## src/rtl/mx8_rr_sched.sv

```systemverilog
// Round-robin scheduler driving the select lines of a shared 8:1 mux.
// Grants one requester for a burst of burst+1 beats, with one idle cycle between owners.
module mx8_rr_sched #(
  parameter int BURST_W = 4
) (
  input  logic               sys_clk,
  input  logic               resetl,
  input  logic [7:0]         req,
  input  logic [BURST_W-1:0] burst,
  input  logic               beat,
  output logic               s0,
  output logic               s1,
  output logic               s2,
  output logic [7:0]         gnt,
  output logic               busy,
  output logic               last
);

  typedef enum logic {IDLE, OWN} state_t;

  state_t             state_q, state_d;
  logic [2:0]         sel_q, sel_d;
  logic [2:0]         ptr_q, ptr_d;
  logic [BURST_W-1:0] cnt_q, cnt_d;

  logic       found;
  logic [2:0] win;
  logic [2:0] idx;

  always_ff @(posedge sys_clk or negedge resetl) begin
    if (!resetl) begin
      state_q <= IDLE;
      sel_q   <= '0;
      ptr_q   <= '0;
      cnt_q   <= '0;
    end else begin
      state_q <= state_d;
      sel_q   <= sel_d;
      ptr_q   <= ptr_d;
      cnt_q   <= cnt_d;
    end
  end

  // Rotating priority scan: first set request at or after ptr wins.
  always_comb begin
    found = 1'b0;
    win   = '0;
    idx   = '0;
    for (int unsigned k = 0; k < 8; k++) begin
      idx = ptr_q + 3'(k);
      if (!found && req[idx]) begin
        found = 1'b1;
        win   = idx;
      end
    end
  end

  always_comb begin
    state_d = state_q;
    sel_d   = sel_q;
    ptr_d   = ptr_q;
    cnt_d   = cnt_q;
    unique case (state_q)
      IDLE: begin
        if (found) begin
          state_d = OWN;
          sel_d   = win;
          ptr_d   = win + 3'd1;
          cnt_d   = burst;
        end
      end
      OWN: begin
        // Abort and final beat both release; the select lines stay parked.
        if (!req[sel_q] || (beat && cnt_q == '0)) begin
          state_d = IDLE;
        end else if (beat) begin
          cnt_d = cnt_q - BURST_W'(1);
        end
      end
      default: state_d = IDLE;
    endcase
  end

  always_comb begin
    gnt = '0;
    if (state_q == OWN) gnt[sel_q] = 1'b1;
  end

  assign busy = (state_q == OWN);
  assign last = (state_q == OWN) && (cnt_q == '0);
  assign s0   = sel_q[0];
  assign s1   = sel_q[1];
  assign s2   = sel_q[2];

endmodule

```

## config.mk

```make
export PLATFORM = sky130hd
export DESIGN_NAME = mx8_rr_sched
export DESIGN_NICKNAME = d
export VERILOG_FILES = /design/src/rtl/mx8_rr_sched.sv
export SDC_FILE = /design/constraint.sdc
export NUM_CORES = 1
export LEC_CHECK = 0
export CORE_AREA = 4 4 68 70
export CTS_CLUSTER_DIAMETER = 50
export DETAILED_ROUTE_END_ITERATION = 12
export DIE_AREA = 0 0 72 74
export PLACE_DENSITY_LB_ADDON = 0.15
export SLEW_MARGIN = 20
export SYNTH_ARGS = -nofsm -noshare
export SYNTH_HDL_FRONTEND = slang
export SYNTH_SLANG_ARGS = --single-unit
export TNS_END_PERCENT = 10
```

## constraint.sdc

```tcl
create_clock -name sys_clk -period 5.05 [get_ports sys_clk]
set_input_delay 0.7575 -clock sys_clk [delete_from_list [all_inputs] [get_ports sys_clk]]
set_output_delay 0.7575 -clock sys_clk [all_outputs]
set_load 0.005 [all_outputs]
```

==> impl_results.md, run 1 <==
* Post-synth net total at 201
* Initial Utilization at between 30% and 40%
* Syn avg cell area at 8.65 sq um
* Crit path to: ptr_q[2]
* Max-slew violations at 0
* Area share of the leading cell type in the synthesized netlist at 18.7%
* M1 GR Usage at 22.9%
* DIE HEIGHT at 74 microns
* RSZ-0062 raised after global routing: no
* WS Path Type: reg2reg
* Status: finished clean
* # Post-CTS Setup Buffers at 0
* Initial antenna violation count at 0
* Boundary Pins at 28
* Synth area leaders: mux4_2, dfrtp_1, nand2_1, nor2_1, ha_1
* Vias in the first global route at 1439
* PortBufs at 27
* Gr busiest metal: met2
* Final setup fails at 0
* Syn Inst Count at 181
* Placer Congestion at 0.995
* Reg clk slew, reported paths at 50 ps
* Yosys top cell by area: mux4_2
* Number of gates resized after cts at 0
* WP data required at 5170 ps
* Tmin final at about 3800 ps
* Std-Cell Rows at 23
* Hpwl dp at 3070 microns
* WL/cell at roughly 16 microns
* Layout area overhead at 19.9%
* Largest net degree at the start of global routing at 19
* FF+latch count, synth at 11
* Global-route wire length before repair at a little under 7000 microns
* P per Cell Area at 791 nW/um^2
* Fin Clk Skew at 4.08 ps
* Crit path launch: ptr_q[1]
* Gr usage total at 16.1%
* Routed Antenna Nets at 0
* Static leakage at 0.745 nW
* Crit path arrival time at between 3000 and 4000 ps
* Via count at approximately 1500
* DIE WIDTH at 72 microns
* Num CTS Buffers at 3
* Max clock buf depth at 2
* Pre-antenna DRT Iters at 4
* Fmax at 0.263 GHz
* Worst IR drop on VDD at 0.394 mV
* Vias/cell at 5.88
* Setup crit start kind: register
* Starting DRT DRC Count at 135
* Synthesized area at roughly 1600 sq um
* Endpoints failing hold at 0
* Fin util at 47.3%
* Fin Hold WS at 548 ps
* Share of cells above drive strength 1 at 14.5%
* Tot Pwr at 1.49 mW
* Warnings from Yosys at 0
* Min-Delay Path Class: reg2reg
* Reg2reg setup slack at 1240 ps
* Layout Nets at 221
* Met3 Use GR at 2.57%
* GRT Residual Overflow at 0
* Max-cap check violation count at 0
* Reg-to-reg endpoint: ptr_q[2]
* Root Driver: clkbuf_8
* H-tree depth at 1
* Setup TNS at 0 ps
* Post-synthesis cell type count at 52
* Slew @ Worst Pin at 625 ps
* CP max FO at 14
* Clk sinks at 11
* Skew-Pair Late Insertion Delay at 240 ps
* Routed WL at between 3000 and 4000 microns
* CTS tree: yes
* Final period util at 75.4%
* Remaining DRCs at 0
* Inserted Diodes at 0
* Reg2reg start: ptr_q[1]
* # hold bufs at CTS at 0
* Sequential share of the synthesized area at 17.6%
* Core Footprint at 3970 sq um
* R2R depth at 11
* Slew Limit Headroom at 58.3%
* CP Capture Type: register
* GR Util met2 at ~26%
* Die area at 5330 sq um
[registers in the layout (all words and copies together) (netlist names)]
register	flops
busy	1
cnt_q	4
ptr_q	3
sel_q	3
[critical path, cell delays in order, from the launching register on]
cell and delay [ps]:
dfrtp_1 620, inv_1 150, ha_1 690, mux2_2 410, mux4_2 490, nor3_2 200
o21ai_2 170, nor4_1 340, o31a_1 210, ha_1 170, a21boi_1 160, mux2i_1 80
[layout by cell type (no fill, tap or decap), drive strengths merged, types with 2 or more instances in the layout]
cell and instances:
clkdlybuf4s50 27, nand2 23, nor2 22, mux4 13
dfrtp 11, o21ai 10, inv 9, a21oi 8
mux2 8, mux2i 7, a211oi 6, nor3 6
ha 5, nand2b 4, nor2b 4, clkbuf 4
o22ai 2, and2 2, xnor2 2, a31oi 2
o31a 2, a21boi 2, o31ai 2
[power by group]
part / leakage [nW] / total (mW) / switching [mW] / internal, mW
logic: 0.593 / 1.17 / 0.608 / 0.558
registers: 0.130 / 0.231 / 0.0947 / 0.137
clock network: 0.0228 / 0.0888 / 0.0334 / 0.0555
[through the flow]
stage | cells | cell area [sq um] | setup WS, ps
floorplan | 181 | 1570 | 1550
global placement | 246 | 1830 | 1280
detailed placement | 246 | 1830 | 1230
CTS | 250 | 1880 | 1200
global route | 250 | 1880 | 925
finish | 250 | 1880 | 1240
[per-layer routing]
layer  routed length [microns]  vias to the layer above
li1                          -                      714
met1                      1780                      689
met2                      1870                       63
met3                       229                        4
met4                        23                        0
met5                         0                        -
[synthesized netlist by cell type (all sizes together)]
master	n
a211o	1
a211oi	6
a21boi	2
a21oi	8
a222oi	1
a311oi	1
a31oi	2
a32oi	1
and2	2
and3	1
and4b	1
buf	9
clkbuf	4
dfrtp	11
ha	5
inv	9
mux2	8
mux2i	7
mux4	13
nand2	23
nand2b	4
nand3	1
nor2	22
nor2b	4
nor3	6
nor3b	1
nor4	1
o211a	1
o21ai	10
o21bai	1
o22ai	2
o311a	1
o311ai	1
o31a	2
o31ai	2
o32a	1
o32ai	1
or2	1
or4	1
xnor2	2
xor2	1
[worst min path at each step]
stage,from,end,slack [ps],cells past startpoint
6_report,cnt_q[3],cnt_q[3],550,2
5_1_grt,cnt_q[0],cnt_q[0],590,3
4_1_cts,cnt_q[3],cnt_q[3],550,2
3_5_place_dp,cnt_q[3],cnt_q[3],540,2
3_3_place_gp,cnt_q[3],cnt_q[3],540,2
2_1_floorplan,resetl,busy,460,0
[cell type report]
cell class,instances,area (sq um)
clock buffers,4,45.0
inverters,9,33.8
fillers,372,2090
multi-input cells,148,1180
repair buffers,28,278
well taps,50,62.6
flip-flops and latches,11,275
[cells by family after synthesis]
group / after synthesis / synth area share (%)
and+or+nand+nor: 68 / 20.9
AOI/OAI and AO/OA: 44 / 19.3
muxes: 28 / 29.7
buffers and inverters: 22 / 6.87
DFF: 11 / 17.6
adders and majority gates: 5 / 4.00
xor gates and xnor gates: 3 / 1.68
(Power assumes the default switching activity.)
==> inputs of run 2 (changes only) <==
- clock period: 5.05 -> 3.18 ns (I/O delays scaled with it)
==> run 2 against run 1 <==
Sequential share of layout area is 0.94 points lower. Clock-buffer cell count is 1 lower. Die area stayed put. Clock skew is 1.2 ps lower. Clock power is 58% higher. Sequential power is 48% higher. Wire length is 11% higher. Critical path depth stayed put. Non-clock buffer count is 12 higher. Power is 79% higher. Via count is 4.1% higher. Hold slack better by 14 ps. Critical path type unchanged. Critical endpoint unchanged.
==> impl_results.md, run 2 (synthesized netlist as in run 1, its figures left out) <==
* Core Footprint at 3970 sq um (unchanged)
* Gate power share at 81.9% (+3.4 points)
* Final period util at 96.6% (+21 points)
* Num CTS Buffers at 3 (unchanged)
* Routed Antenna Nets at 0 (unchanged)
* Global-route wire length before repair at 7170 microns (+3.8%)
* Min-Delay Path Class: reg2reg
* Most common cell after layout, fill and taps aside: clkdlybuf4s50_1
* Pint at 1.38 mW (+84%)
* P per Cell Area at 1320 nW/um^2 (+67%)
* Post-route setup slack at 109 ps (-1130 ps)
* Max-cap check violation count at 0 (unchanged)
* Part of the power in registers at 12.9% (-2.7 points)
* Initial antenna violation count at 0 (unchanged)
* Clk pwr share at 5.3% (-0.7 points)
* Starting DRT DRC Count at 124 (-8.1%)
* Tmin final at 3070 ps (-738 ps)
* Placer Congestion at 0.982 (-1.3%)
* Worst hold path cell count at 2 (unchanged)
* Switching Fraction at 48.2% (-1.3 points)
* Slew @ Worst Pin at 489 ps (-135 ps)
* Pre-antenna DRT Iters at 4 (unchanged)
* Reg clk slew, reported paths at 50 ps (about the same)
* Largest reg by FF count: cnt_q
* H-tree depth at 1 (unchanged)
* PortBufs at 27 (unchanged)
* Vias in the first global route at 1509 (+4.9%)
* # hold bufs at CTS at 0 (unchanged)
* Initial Utilization at 39.4% (unchanged)
* WP data required at 3340 ps (-1830 ps)
* Worst IR drop on VDD at 0.579 mV (+47%)
* Clk sinks at 11 (unchanged)
* Final setup fails at 0 (unchanged)
* Fmax at 0.326 GHz (+24%)
* CP Capture Type: register
* Endpoints failing hold at 0 (unchanged)
* Skew-Pair Late Insertion Delay at 240 ps (about the same)
* WS Path Type: reg2reg
* Fin Clk Skew at 2.92 ps (-1.16 ps)
* Multi-input gate area at 1220 sq um (+3.2%)
* Std-Cell Rows at 23 (unchanged)
* Fin util at 50.5% (+3.2 points)
* Status: finished clean
* Dpl ws at -16.8 ps (-1240 ps)
* Number of flip-flops under the largest register name at 4 (unchanged)
* Hpwl dp at 3280 microns (+6.6%)
* FF/Latch Area at 275 sq um (unchanged)
* Static leakage at 0.809 nW (+8.5%)
* Layout area overhead at 28.1%
* Boundary Pins at 28 (unchanged)
* Gr usage total at 16.9% (+0.75 points)
* Layout Nets at 233 (+5.4%)
* Share of cells above drive strength 1 at 23.1% (+8.6 points)
* Root Driver: clkbuf_8
* Crit path arrival time at 3230 ps (-690 ps)
* WL/cell at 16.5 microns (+6.0%)
* Fin Hold WS at 562 ps (+14.1 ps)
* DIE HEIGHT at 74 microns (unchanged)
* Die area at 5330 sq um (unchanged)
* Remaining DRCs at 0 (unchanged)
* GRT Residual Overflow at 0 (unchanged)
* Largest net degree at the start of global routing at 18 (-1)
* Inserted Diodes at 0 (unchanged)
* Slew Limit Headroom at 67.0% (+8.7 points)
* Routed WL at 4340 microns (+11%)
* Psw at 1.28 mW (+74%)
* R2R depth at 11 (unchanged)
* Setup crit start kind: register
* Setup TNS at 0 ps (unchanged)
* Fillers at 380 (+2.2%)
* Vias/cell at 5.84 (-0.62%)
* Max-slew violations at 0 (unchanged)
* Max clock buf depth at 2 (unchanged)
* Regs by FF count: cnt_q (4), ptr_q (3), sel_q (3)
* DIE WIDTH at 72 microns (unchanged)
* Via count at 1531 (+4.1%)
* CTS tree: yes
* Commonest non-fill, non-tap cells in the layout: clkdlybuf4s50_1, nand2_1, nor2_1
* CP max FO at 5 (-9)
## run 2: area by class of cell
type	instances	share of cell area [%]
Clock inverter	1	0.250
Tap cell	50	3.12
Sequential cell	11	13.7
Timing Repair Buffer	40	18.3
Inverter	9	1.68
Clock buffer	3	2.06
Multi-Input combinational cell	148	60.8
## run 2: power by group through the flow
stage	Sequential [mW]	Clock, mW	Combinational (mW)
3_3_place_gp	0.337	0	1.96
6_report	0.342	0.140	2.17
3_5_place_dp	0.339	0	2.00
2_1_floorplan	0.278	0	1.60
5_1_grt	0.356	0.153	2.38
4_1_cts	0.339	0.145	2.02
## run 2: critical path, stage by stage (launching register included)
cell and delay [ps]:
dfrtp_1 360, inv_2 70, ha_4 290, clkbuf_4 180, mux2_4 310, mux4_2 490, o211a_1 130, a211o_1 240
a222oi_1 250, a311oi_1 110, o21ai_1 340, mux2i_1 230
## run 2: worst paths after layout
| check | slack, ps | end | startpoint |
|---|---|---|---|
| worst max-delay path | 110 | ptr_q[2] | ptr_q[0] |
| max in group asynchronous | 2280 | cnt_q[3] | resetl |
| worst min register to register | 560 | cnt_q[3] | cnt_q[3] |
| worst max register to register | 110 | ptr_q[2] | ptr_q[0] |
| worst min-delay path | 560 | cnt_q[3] | cnt_q[3] |
| min in group asynchronous | 570 | cnt_q[1] | resetl |
## run 2: metal layers
metal | track usage, % | wire length [microns] | vias to the layer above
met1 | 22.7 | 2030 | 746
met2 | 28.2 | 2080 | 43
li1 | - | - | 740
met5 | 0 | 0 | -
met3 | 3.24 | 212 | 2
met4 | 4.18 | 10 | 0
## run 2: stage by stage
step | cells | area [sq um] | total power, mW
finish | 262 | 2010 | 2.66
CTS | 256 | 1940 | 2.50
floorplan | 181 | 1590 | 1.88
global route | 262 | 2010 | 2.89
global placement | 252 | 1890 | 2.30
detailed placement | 252 | 1890 | 2.34
## run 2: timing repair
action,in CTS,in global routing
setup buffers,0,6
endpoints found under the setup margin,0,2
resized for setup,0,5
